==> config.mk <==
export PLATFORM = sky130hd
export DESIGN_NAME = hack_mem_router
export DESIGN_NICKNAME = d
export VERILOG_FILES = /design/src/rtl/hack_mem_router.sv
export SDC_FILE = /design/constraint.sdc
export NUM_CORES = 1
export LEC_CHECK = 0
export CORE_MARGIN = 2
export CORE_UTILIZATION = 38
export CTS_CLUSTER_SIZE = 25
export DETAILED_ROUTE_END_ITERATION = 10
export GPL_TIMING_DRIVEN = 0
export HOLD_SLACK_MARGIN = 0.1
export PLACE_DENSITY = 0.79
export SYNTH_ARGS = -nofsm -noshare
export SYNTH_HDL_FRONTEND = slang
export SYNTH_SLANG_ARGS = --single-unit
export TNS_END_PERCENT = 20
==> constraint.sdc <==
create_clock -name clk -period 2.1 [get_ports clk]
set_clock_uncertainty 0.2 [all_clocks]
set_input_delay 0.42 -clock clk [delete_from_list [all_inputs] [get_ports clk]]
set_output_delay 0.42 -clock clk [all_outputs]
set_load 0.005 [all_outputs]
==> src/rtl/hack_mem_router.sv <==
// Hack memory router: latches one CPU request, decodes RAM/SCREEN/KBD with per-region wait states.
// Optional HACK_MEM_ROUTER_STATS_EN adds saturating access/error counters.
module hack_mem_router #(
    parameter int ADDR_W   = 15,
    parameter int DATA_W   = 16,
    parameter int RAM_TOP  = 16383,
    parameter int SCR_BASE = 16384,
    parameter int SCR_TOP  = 24575,
    parameter int KBD_ADDR = 24576,
    parameter int RAM_WAIT = 0,
    parameter int SCR_WAIT = 1,
    parameter int KBD_WAIT = 0
) (
    input  logic              clk,
    input  logic              rst_n,
    input  logic              cpu_req,
    input  logic              cpu_we,
    input  logic [ADDR_W-1:0] cpu_addr,
    input  logic [DATA_W-1:0] cpu_wdata,
    output logic [DATA_W-1:0] cpu_rdata,
    output logic              cpu_ready,
    output logic              cpu_err,
    output logic              ram_sel,
    output logic              scr_sel,
    output logic              kbd_sel,
    output logic              dev_we,
    output logic [ADDR_W-1:0] dev_addr,
    output logic [DATA_W-1:0] dev_wdata,
    input  logic [DATA_W-1:0] ram_rdata,
    input  logic [DATA_W-1:0] scr_rdata,
`ifdef HACK_MEM_ROUTER_STATS_EN
    output logic [15:0]       acc_cnt,
    output logic [15:0]       err_cnt,
`endif
    input  logic [DATA_W-1:0] kbd_rdata
);

    localparam logic [ADDR_W-1:0] L_RAM_TOP  = ADDR_W'(RAM_TOP);
    localparam logic [ADDR_W-1:0] L_SCR_BASE = ADDR_W'(SCR_BASE);
    localparam logic [ADDR_W-1:0] L_SCR_TOP  = ADDR_W'(SCR_TOP);
    localparam logic [ADDR_W-1:0] L_KBD_ADDR = ADDR_W'(KBD_ADDR);
    localparam logic [3:0]        L_RAM_WAIT = 4'(RAM_WAIT);
    localparam logic [3:0]        L_SCR_WAIT = 4'(SCR_WAIT);
    localparam logic [3:0]        L_KBD_WAIT = 4'(KBD_WAIT);

    localparam logic [1:0] RG_RAM  = 2'd0;
    localparam logic [1:0] RG_SCR  = 2'd1;
    localparam logic [1:0] RG_KBD  = 2'd2;
    localparam logic [1:0] RG_NONE = 2'd3;

    typedef enum logic [1:0] {S_IDLE, S_ACCESS, S_DONE} state_t;

    state_t              r_state, w_next;
    logic                r_we;
    logic                r_err;
    logic [1:0]          r_region;
    logic [3:0]          r_cnt;
    logic [ADDR_W-1:0]   r_off;
    logic [DATA_W-1:0]   r_wdata;
    logic [DATA_W-1:0]   r_rdata;

    logic [1:0]          w_region;
    logic [ADDR_W-1:0]   w_off;
    logic [3:0]          w_wait;
    logic                w_err_req;
    logic                w_final;
    logic [DATA_W-1:0]   w_rmux;

    // Address decode of the live CPU address; only consumed when a request is sampled in IDLE.
    always_comb begin
        w_region = RG_NONE;
        w_off    = '0;
        w_wait   = '0;
        if (cpu_addr <= L_RAM_TOP) begin
            w_region = RG_RAM;
            w_off    = cpu_addr;
            w_wait   = L_RAM_WAIT;
        end else if (cpu_addr >= L_SCR_BASE && cpu_addr <= L_SCR_TOP) begin
            w_region = RG_SCR;
            w_off    = cpu_addr - L_SCR_BASE;
            w_wait   = L_SCR_WAIT;
        end else if (cpu_addr == L_KBD_ADDR) begin
            w_region = RG_KBD;
            w_wait   = L_KBD_WAIT;
        end
    end

    assign w_err_req = (w_region == RG_NONE) || (w_region == RG_KBD && cpu_we);
    assign w_final   = (r_state == S_ACCESS) && (r_cnt == 4'd0);

    always_comb begin
        w_rmux = '0;
        case (r_region)
            RG_RAM:  w_rmux = ram_rdata;
            RG_SCR:  w_rmux = scr_rdata;
            RG_KBD:  w_rmux = kbd_rdata;
            default: w_rmux = '0;
        endcase
    end

    always_ff @(posedge clk) begin
        if (!rst_n) r_state <= S_IDLE;
        else        r_state <= w_next;
    end

    always_comb begin
        w_next = r_state;
        case (r_state)
            S_IDLE:   if (cpu_req) w_next = w_err_req ? S_DONE : S_ACCESS;
            S_ACCESS: if (r_cnt == 4'd0) w_next = S_DONE;
            S_DONE:   w_next = S_IDLE;
            default:  w_next = S_IDLE;
        endcase
    end

    always_comb begin
        ram_sel   = 1'b0;
        scr_sel   = 1'b0;
        kbd_sel   = 1'b0;
        dev_we    = 1'b0;
        cpu_ready = 1'b0;
        cpu_err   = 1'b0;
        if (r_state == S_ACCESS) begin
            ram_sel = (r_region == RG_RAM);
            scr_sel = (r_region == RG_SCR);
            kbd_sel = (r_region == RG_KBD);
            dev_we  = w_final && r_we;
        end
        if (r_state == S_DONE) begin
            cpu_ready = 1'b1;
            cpu_err   = r_err;
        end
    end

    always_ff @(posedge clk) begin
        if (!rst_n) begin
            r_we     <= 1'b0;
            r_err    <= 1'b0;
            r_region <= RG_NONE;
            r_cnt    <= '0;
            r_off    <= '0;
            r_wdata  <= '0;
            r_rdata  <= '0;
        end else if (r_state == S_IDLE && cpu_req) begin
            r_we     <= cpu_we;
            r_wdata  <= cpu_wdata;
            r_off    <= w_off;
            r_cnt    <= w_wait;
            r_err    <= w_err_req;
            r_region <= w_err_req ? RG_NONE : w_region;
        end else if (r_state == S_ACCESS) begin
            if (r_cnt != 4'd0) r_cnt <= r_cnt - 4'd1;
            else if (!r_we)    r_rdata <= w_rmux;
        end
    end

    assign dev_addr  = r_off;
    assign dev_wdata = r_wdata;
    assign cpu_rdata = r_rdata;

`ifdef HACK_MEM_ROUTER_STATS_EN
    always_ff @(posedge clk) begin
        if (!rst_n) begin
            acc_cnt <= '0;
            err_cnt <= '0;
        end else if (r_state == S_DONE) begin
            if (r_err && err_cnt != 16'hFFFF)       err_cnt <= err_cnt + 16'd1;
            else if (!r_err && acc_cnt != 16'hFFFF) acc_cnt <= acc_cnt + 16'd1;
        end
    end
`endif

endmodule
==> Word-level counts from Yosys, hierarchy flattened <==
Index checks and enable logic that the tools add are counted.
{ "op_classes": {"reduce_logical": 15, "muxes": 22, "n_eq_ne": 9, "n_bitwise": 3, "div_mod_pow": 0, "shifts": 0, "add_sub_neg": 2, "multipliers": 0, "order_cmp": 3} }
{ "op_table": {"columns": ["cell", "n"], "rows": [
  ["case mux 16 bit (3 select lines)", 1],
  ["2-to-1 mux 15 bit", 2],
  ["equality test 15 bit, second input constant", 1],
  [">= comparator 15 bit, second input constant", 1],
  ["less-or-equal comparator 15 x 14 -> 1 bit, second input constant", 1],
  ["less-or-equal comparator 15 bit, second input constant", 1],
  ["subtractor 15 bit, second input constant", 1],
  ["2-to-1 mux 2 bit", 6],
  ["2-to-1 mux 4 bit", 3],
  ["2-to-1 mux 1 bit", 9],
  ["equality test 2 bit, second input constant", 4],
  ["logical AND 1 bit", 5],
  ["equality test 2 x 1 -> 1 bit, second input constant", 2],
  ["zero test 2 bit", 2],
  ["zero test 4 bit", 1],
  ["case mux 2 bit (2 select lines)", 1],
  ["AND reduction 2 bit", 2],
  ["AND reduction 4 bit", 1],
  ["nonzero test 2 bit", 2],
  ["nonzero test 4 bit", 1],
  ["subtractor 4 x 1 -> 4 bit, second input constant", 1],
  ["inverter 1 bit", 3],
  ["!= test 2 x 1 -> 1 bit, second input constant", 1],
  ["!= test 2 bit, second input constant", 1],
  ["logical OR 1 bit", 1]
]} }
{ "totals": {"n_memories": 0, "mem_bits_ro": 0, "latch_bits": 0, "inputBits": 83, "regBits": 57, "out_inout_bits": 53, "mem_bits_rw": 0} }

==> Logic depth before layout (Yosys ltp) <==
Gate-level depths: netlist (run 1).
{ "depth": {"word_depth": 10, "depth_mapped": 7, "mapped_depth_nobuf": 6} }

==> Least setup slack after synthesis (run 1) <==
No wires, ideal clock.
{ "synth_timing": {"path_kind": "register -> register", "start": "register r_cnt[0]", "end": "register r_rdata[0], in the netlist cpu_rdata[0]", "path_slack_ns": 0.277, "t_arrival_ns": 1.490, "stages_incl_launch_ff": 7, "n_path_buf": 1, "synth_period_minus_slack_ns": 1.823, "setup_ns": 0.132, "cell_sequence": "dfxtp_1 -> inv_1 -> ha_1 -> or3b_1 -> nor3_2 -> clkbuf_1 -> a21oi_1"} }
{ "synth_via": {"elab_chain_cells": 3} }
{ "synth_lines": {"columns": ["item", "line_no", "text"], "rows": [
  ["start: declaration", "57", "logic [3:0] r_cnt;"],
  ["start signal: assignment", "148", "r_cnt <= w_wait;"],
  ["start signal: assignment", "152", "if (r_cnt != 4'd0) r_cnt <= r_cnt - 4'd1;"],
  ["nonzero test 4 bit", "152", null],
  ["inverter 1 bit (no line)", null, null],
  ["AND reduction 4 bit (no line)", null, null],
  ["end signal: assignment", "153", "else if (!r_we) r_rdata <= w_rmux;"],
  ["end: declaration", "60", "logic [DATA_W-1:0] r_rdata;"]
]} }
No other way between the ends.
A chain may end at the register's enable or synchronous reset.

==> Worst setup path in the final report (run 1) <==
{ "layout_timing": {"start": "register r_cnt[0]", "end": "output dev_we"} }
{ "layout_via": {"elab_chain_cells": 4} }
{ "layout_lines": {"columns": ["item", "line_no", "text"], "rows": [
  ["zero test 4 bit", "89", "assign w_final = (r_state == S_ACCESS) && (r_cnt == 4'd0);"],
  ["logical AND 1 bit", "89", null],
  ["logical AND 1 bit", "127", "dev_we = w_final && r_we;"],
  ["2-to-1 mux 1 bit", "123", "if (r_state == S_ACCESS) begin"],
  ["end: declaration", "26", "output logic dev_we,"]
]} }
No other way between the ends.

==> implementation parameters, run 1 <==
Parameter                              Value

Status
  Status ... complete, no violations

Worst setup path
  Largest stage delay on the critical path ... 0.41 ns
  Startpoint type of the worst setup path ... flip-flop
  Buffering stage count on the worst path with inverters included ... 2
  CP Data Required Time ... between 1 and 1.5 ns
  CP Max Fanout ... 3
  Crit path max-delay cell type ... or3b_4
  Class of the most critical setup path ... reg2out
  Endpoint kind of the worst setup timing path ... output pin
  Worst-path cell chain ... inv_2, ha_1, or3b_4, nor2_2, buf_2
  CP delay by family, top ... simple AND/OR/NAND/NOR gates
  CP Data Arrival Time ... 1.44 ns

Timing
  Transition time at the pin with the least slew margin ... 0.544 ns
  Setup repair after global routing missed its margin ... true
  Final Max Slew Viols ... 0
  Final WS setup ... 0.0439 ns
  Final critical-path share of the clock period ... 0.979
  Headroom to the max-slew limit ... 0.637
  Worst hold slack after final layout ... between 0.2 and 0.3 ns
  Maximum clock rate ... 486 MHz
  Shortest clock period the worst path allows after layout ... 2.06 ns
  Hold Violations, Final ... 0
  Number of setup violations in the final report ... 0
  Setup TNS ... 0 ns

Floorplan
  Full die area ... 0.00706 mm2
  Starting utilization of the core area ... 0.388
  Horizontal die dimension ... around 84 um
  Count of standard-cell rows ... 29
  Number of I/O pins ... 136
  Die span in y ... 84.0 um
  Placeable core region ... 0.00628 mm2

Final layout
  Area occupied by registers ... 0.00115 mm2
  Area added between synthesis and finish ... 70.9%
  Multi-input logic area ... 0.00122 mm2
  Fill cells ... 527
  Nets@finish ... 516
  Non-filler instance count after layout ... roughly 500
  Fraction of final layout cells with drive strength greater than 1 ... 0.0989
  Diodes inserted ... 0

Yosys
  Sequential cell area fraction in the yosys report ... 0.469
  Average footprint of a synthesized cell ... 8.72 um2
  Top flip-flop cell by instance count after synthesis ... dfxtp_1
  Count of mapped cells out of synthesis ... between 200 and 300
  Fraction of registers with async set/reset ... 0
  Number of synthesized register bits ... 57
  Distinct cell type count of the synthesized netlist ... 33
  Cell area after synthesis ... 0.00243 mm2
  Synth warn ... 0
  EDFF count, synth ... 0
  Total nets after synthesis ... 364

Run
  Count of maximum capacitance violations ... 0

Power
  Total power consumption of the routed design ... 0.00280 W
  Maximum VDD drop ... between 0.5 and 0.6 mV
  Total power density per cell area ... between 600 and 700 mW/mm2
  Leakage Power ... 1.67 nW

GRT
  Vias in the first global route ... 2462
  Pin count of the biggest net entering global routing ... 11
  Total congestion overflow ... 0
  Antenna violations before repair ... 0
  Global-route wire length before repair ... 11700 um
  GR Util All Layers ... 0.208

Placement
  Number of placed instances, taps included ... ~490
  Post-placement worst setup slack ... -0.376 ns
  Placer Congestion ... 0.855
  Hpwl dp ... between 5000 and 6000 um
  Count of input and output buffers ... approximately 140

CTS
  Clock latency reported for the late side of the worst-skew pair ... 0.32 ns
  Clock-pin slew of the registers on the worst-case setup and hold paths ... roughly 0.060 ns
  Number of buffers inserted for hold repair after clock tree synthesis ... 0
  Library cell used as clock root buffer ... clkbuf_8
  Maximum count of clock buffers along a single path ... 2
  Depth of the CTS H-tree ... 3
  TritonCTS clock tree ... yes
  CTS Sinks ... 57
  Clock buffers created by TritonCTS ... 9

Routing
  Vias per std cell ... 4.94
  DRC errors left ... 0
  First-pass detailed-route iteration total ... 4
  Number of antenna-violating nets in the routed design ... 0
  Average wire length per cell after detail routing ... roughly 15 um
  Count of routing violations after the opening detailed-route iteration ... 98
  Wire length after detailed routing ... 7560 um
  Vias after detailed routing ... 2528

Worst hold path
  Worst hold path class ... reg2reg
## sequential cells by signal, indices dropped and copies added (netlist names)
name	count
r_cnt	4
r_region	2
dev_addr	15
cpu_rdata	16
dev_wdata	16
r_err	1
r_state	2
r_we	1
## cell families (layout without fill, tap and decap cells)
logic type / Yosys count / count (layout) / share of synthesized area
multiplexers: 16 / 16 / 0.0658
flip-flops: 57 / 57 / 0.469
AO/OA/AOI/OAI: 86 / 86 / 0.223
buffers and inverters: 24 / 180 / 0.0432
AND/OR/NAND/NOR: 91 / 91 / 0.178
adder cells (fa/ha/maj): 2 / 2 / 0.0103
XOR/XNOR: 3 / 3 / 0.0108
## metrics by stage
stage	area [um2]	utilization
CTS	4150	0.661
global route	4160	0.663
finish	4160	0.663
floorplan	2430	-
global placement	3880	0.618
detailed placement	3880	0.618
## layer usage
layer | vias up | track usage | part of all wire | wire, um
li1 | 1275 | - | - | -
met1 | 1171 | 0.264 | 0.45 | 3400
met2 | 72 | 0.338 | 0.49 | 3720
met5 | - | 0 | 0 | 0
met3 | 10 | 0.0415 | 0.041 | 309
met4 | 0 | 0.0938 | 0.017 | 127
## report_power, final
part | total (W) | internal, W | switching (W)
clock | 0.000944 | 0.000536 | 0.000409
combinational | 0.000649 | 0.000388 | 0.000261
sequential | 0.00121 | 0.00116 | 0.0000476
## path summary, 6_finish.rpt
check | startpoint | to | slack, ns | depth (start not counted)
setup / recovery | r_cnt[0]$_SDFFE_PN0P_ | dev_we | 0.04 | 5
hold / removal | r_err$_SDFFE_PN0P_ | r_err$_SDFFE_PN0P_ | 0.25 | 2
setup reg to reg | r_cnt[0]$_SDFFE_PN0P_ | r_cnt[0]$_SDFFE_PN0P_ | 0.15 | 8
hold reg to reg | r_err$_SDFFE_PN0P_ | r_err$_SDFFE_PN0P_ | 0.25 | 2
## synth_stat cells, types with 3 or more instances
cell type  instances  share of area
mux2i_1           16          0.066
o21a_1             4          0.012
nor2_1            20          0.031
and2_1             3         0.0077
nor2b_1            4          0.010
nor4_1             3         0.0077
nor3_1             3         0.0062
dfxtp_1           57           0.47
a21boi_0          17          0.052
inv_1              3         0.0046
nand2_1           41          0.063
buf_2              6          0.012
clkbuf_1          14          0.022
a21oi_1           31          0.064
a22o_1            14          0.050
nand3_1            4         0.0082
o21ai_0           17          0.035
## cell type report
class	count	share of cell area
Buffer	21	0.0277
Clock buffer	11	0.0316
Timing Repair Buffer	141	0.333
Clock inverter	4	0.0108
Multi-Input combinational cell	198	0.294
Inverter	3	0.00271
Sequential cell	57	0.277
Tap cell	77	0.0232
## worst min-delay path, cell delays in order, from the launching register on
cell and delay, ns:
dfxtp_1 0.31, nand3_1 0.06, nand2_1 0.05
## cell usage in the layout, fill, tap and decap left out, types with 3 or more instances in the layout
master,n
a21boi_0,17
a21oi_1,31
a22o_1,14
and2_1,3
buf_2,7
buf_4,6
clkbuf_1,13
clkbuf_8,11
clkdlybuf4s50_1,129
clkinv_2,3
dfxtp_1,53
dlygate4sd2_1,5
mux2i_1,16
nand2_1,41
nand3_1,4
nor2_1,19
nor2b_1,3
nor3_1,3
nor4_1,3
o21a_1,4
o21ai_0,17
## repair_timing
action                                  4_1_cts  5_1_grt
gates resized for setup                      30        3
pin swaps                                     1        0
endpoints found under the setup margin       28       13
gates cloned                                  0        0
setup buffers                                 6        0
(Power assumes the default switching activity.)
==> inputs of run 2 (changes only) <==
--- a/config.mk
+++ b/config.mk
@@ -9,7 +9,6 @@
 export CORE_UTILIZATION = 38
 export CTS_CLUSTER_SIZE = 25
 export DETAILED_ROUTE_END_ITERATION = 10
-export GPL_TIMING_DRIVEN = 0
 export HOLD_SLACK_MARGIN = 0.1
 export PLACE_DENSITY = 0.79
 export SYNTH_ARGS = -nofsm -noshare
==> run 2 against run 1 <==
Against the previous run: cell area shrank 0.30%; via count decreased by 1.1%; clock power grew 3.8%; sequential power barely moved; sequential share of layout area down 0.097 points; combinational power down 2%; register-to-register slack about the same; wire length decreased by 6.3%; sequential cell count did not move; non-clock buffer count is 9 lower; first-iteration DRC count shrank 32%; critical path type unchanged.
==> implementation parameters, run 2 (synthesis gave the netlist of run 1 again) <==
Parameter                              Value

Timing
  Maximum clock rate ... 492 MHz
  Final critical-path share of the clock period ... 0.969
  Shortest clock period the worst path allows after layout ... approximately 2.0 ns
  Hold Violations, Final ... 0
  Headroom to the max-slew limit ... 0.678
  Setup TNS ... 0 ns
  Number of setup violations in the final report ... 0
  Final Max Slew Viols ... 0
  Transition time at the pin with the least slew margin ... 0.483 ns

Final layout
  Leading cell type in the layout, fill and taps excluded ... clkdlybuf4s50_1
  Post-Route Utilization ... 0.661
  Top library cells by usage in the layout, fill and taps aside ... clkdlybuf4s50_1 (129), dfxtp_1 (55), nand2_1 (41), a21oi_1 (31), nor2_1 (19)
  Fraction of final layout cells with drive strength greater than 1 ... 0.103
  Area added between synthesis and finish ... 70.4%
  Non-filler instance count after layout ... 504
  Diodes inserted ... 0
  Nets@finish ... about 510
  Final standard cell area without fillers ... 0.00415 mm2

Routing
  Routed length on met2 ... between 3000 and 4000 um
  Met3 Wirelength ... 342 um
  Total routed wire length on the met1 layer ... approximately 3100 um
  First-pass detailed-route iteration total ... 4
  DRC errors left ... 0
  Vias per std cell ... 4.96
  Wire length after detailed routing ... 7090 um
  Vias after detailed routing ... roughly 2500
  Count of routing violations after the opening detailed-route iteration ... 67
  Number of antenna-violating nets in the routed design ... 0
  Average wire length per cell after detail routing ... between 10 and 15 um
  Highest signal layer in the routed design ... met4

CTS
  CTS Sinks ... 57
  Number of buffers inserted by post-CTS setup repair ... 0
  Clock-pin slew of the registers on the worst-case setup and hold paths ... 0.07 ns
  Depth of the CTS H-tree ... 3
  Library cell used as clock root buffer ... clkbuf_8
  Clock buffers created by TritonCTS ... 9
  Clock latency reported for the late side of the worst-skew pair ... between 0.3 and 0.4 ns
  TritonCTS clock tree ... yes
  Maximum count of clock buffers along a single path ... 2

GRT
  Total congestion overflow ... 0
  GR Util All Layers ... 0.196
  Pin count of the biggest net entering global routing ... 33
  Antenna violations before repair ... 0
  Global-route wire length before repair ... approximately 11000 um
  Vias in the first global route ... 2339

Worst hold path
  Worst hold path class ... reg2reg

Worst setup path
  CP Data Arrival Time ... approximately 1.4 ns
  CP Max Fanout ... 2
  Startpoint type of the worst setup path ... flip-flop
  Class of the most critical setup path ... reg2out
  CP Data Required Time ... 1.48 ns
  Endpoint kind of the worst setup timing path ... output pin

Floorplan
  Starting utilization of the core area ... 0.388
  Number of I/O pins ... 136
  Full die area ... 0.00706 mm2
  Count of standard-cell rows ... 29
  Horizontal die dimension ... approximately 84 um
  Die span in y ... 84.0 um
  Placeable core region ... 0.00628 mm2

Power
  Leakage Power ... about 1.7 nW
  Maximum VDD drop ... approximately 0.56 mV
  Total power density per cell area ... 681 mW/mm2
  Total power consumption of the routed design ... 0.00282 W

Status
  Status ... complete, no violations

Placement
  Number of placed instances, taps included ... ~490
  Hpwl dp ... about 5300 um
  Count of input and output buffers ... between 100 and 150
  Standard cell area after detailed placement ... 0.00394 mm2
  Placer Congestion ... a little under 0.8

Run
  Count of maximum capacitance violations ... 0
-- run 2: worst max-delay path, stage by stage (launching register included) --
cell     delay (ns)
dfxtp_2        0.33
inv_2          0.05
ha_1           0.13
or3b_4         0.39
nor2_4         0.08
buf_2          0.11
-- run 2: final cells by class --
| class | instances | area (um2) |
|---|---|---|
| Tap cell | 77 | 96.3 |
| Fill cell | 523 | 2130 |
| Multi-Input combinational cell | 198 | 1220 |
| Clock buffer | 11 | 131 |
| Timing Repair Buffer | 153 | 1490 |
| Clock inverter | 5 | 56.3 |
| Inverter | 3 | 11.3 |
| Sequential cell | 57 | 1140 |
-- run 2: layer usage --
layer / up-vias / track usage
met5: - / 0
met4: 0 / 0.0718
met3: 11 / 0.0455
met2: 70 / 0.317
met1: 1164 / 0.256
li1: 1256 / -
-- run 2: report_power, final --
group | switching (W) | internal [W]
combinational | 0.000249 | 0.000387
sequential | 0.0000464 | 0.00116
clock | 0.000433 | 0.000547
total | 0.000729 | 0.00209
-- run 2: what timing repair did --
item                                    4_1_cts  5_1_grt
gates resized for setup                       9       10
endpoints found under the setup margin        6        5
pin swaps                                     1        0
hold buffers                                  0        0
-- run 2: metrics by stage --
stage / hold slack (ns) / worst slack [ns]
2_1_floorplan: 0.229 / 0.277
3_3_place_gp: 0.245 / -0.0489
3_5_place_dp: 0.246 / -0.120
4_1_cts: 0.255 / -0.0903
5_1_grt: 0.284 / -0.000831
6_report: 0.253 / 0.0661
-- run 2: worst paths after layout --
| kind | slack [ns] | cells after the start | startpoint | to |
|---|---|---|---|---|
| worst min-delay path | 0.25 | 2 | r_err$_SDFFE_PN0P_ | r_err$_SDFFE_PN0P_ |
| worst max register to register | 0.16 | 8 | r_cnt[1]$_SDFFE_PN0P_ | cpu_rdata[4]$_SDFFE_PN0P_ |
| worst min register to register | 0.25 | 2 | r_err$_SDFFE_PN0P_ | r_err$_SDFFE_PN0P_ |
| worst max-delay path | 0.07 | 5 | r_cnt[1]$_SDFFE_PN0P_ | dev_we |
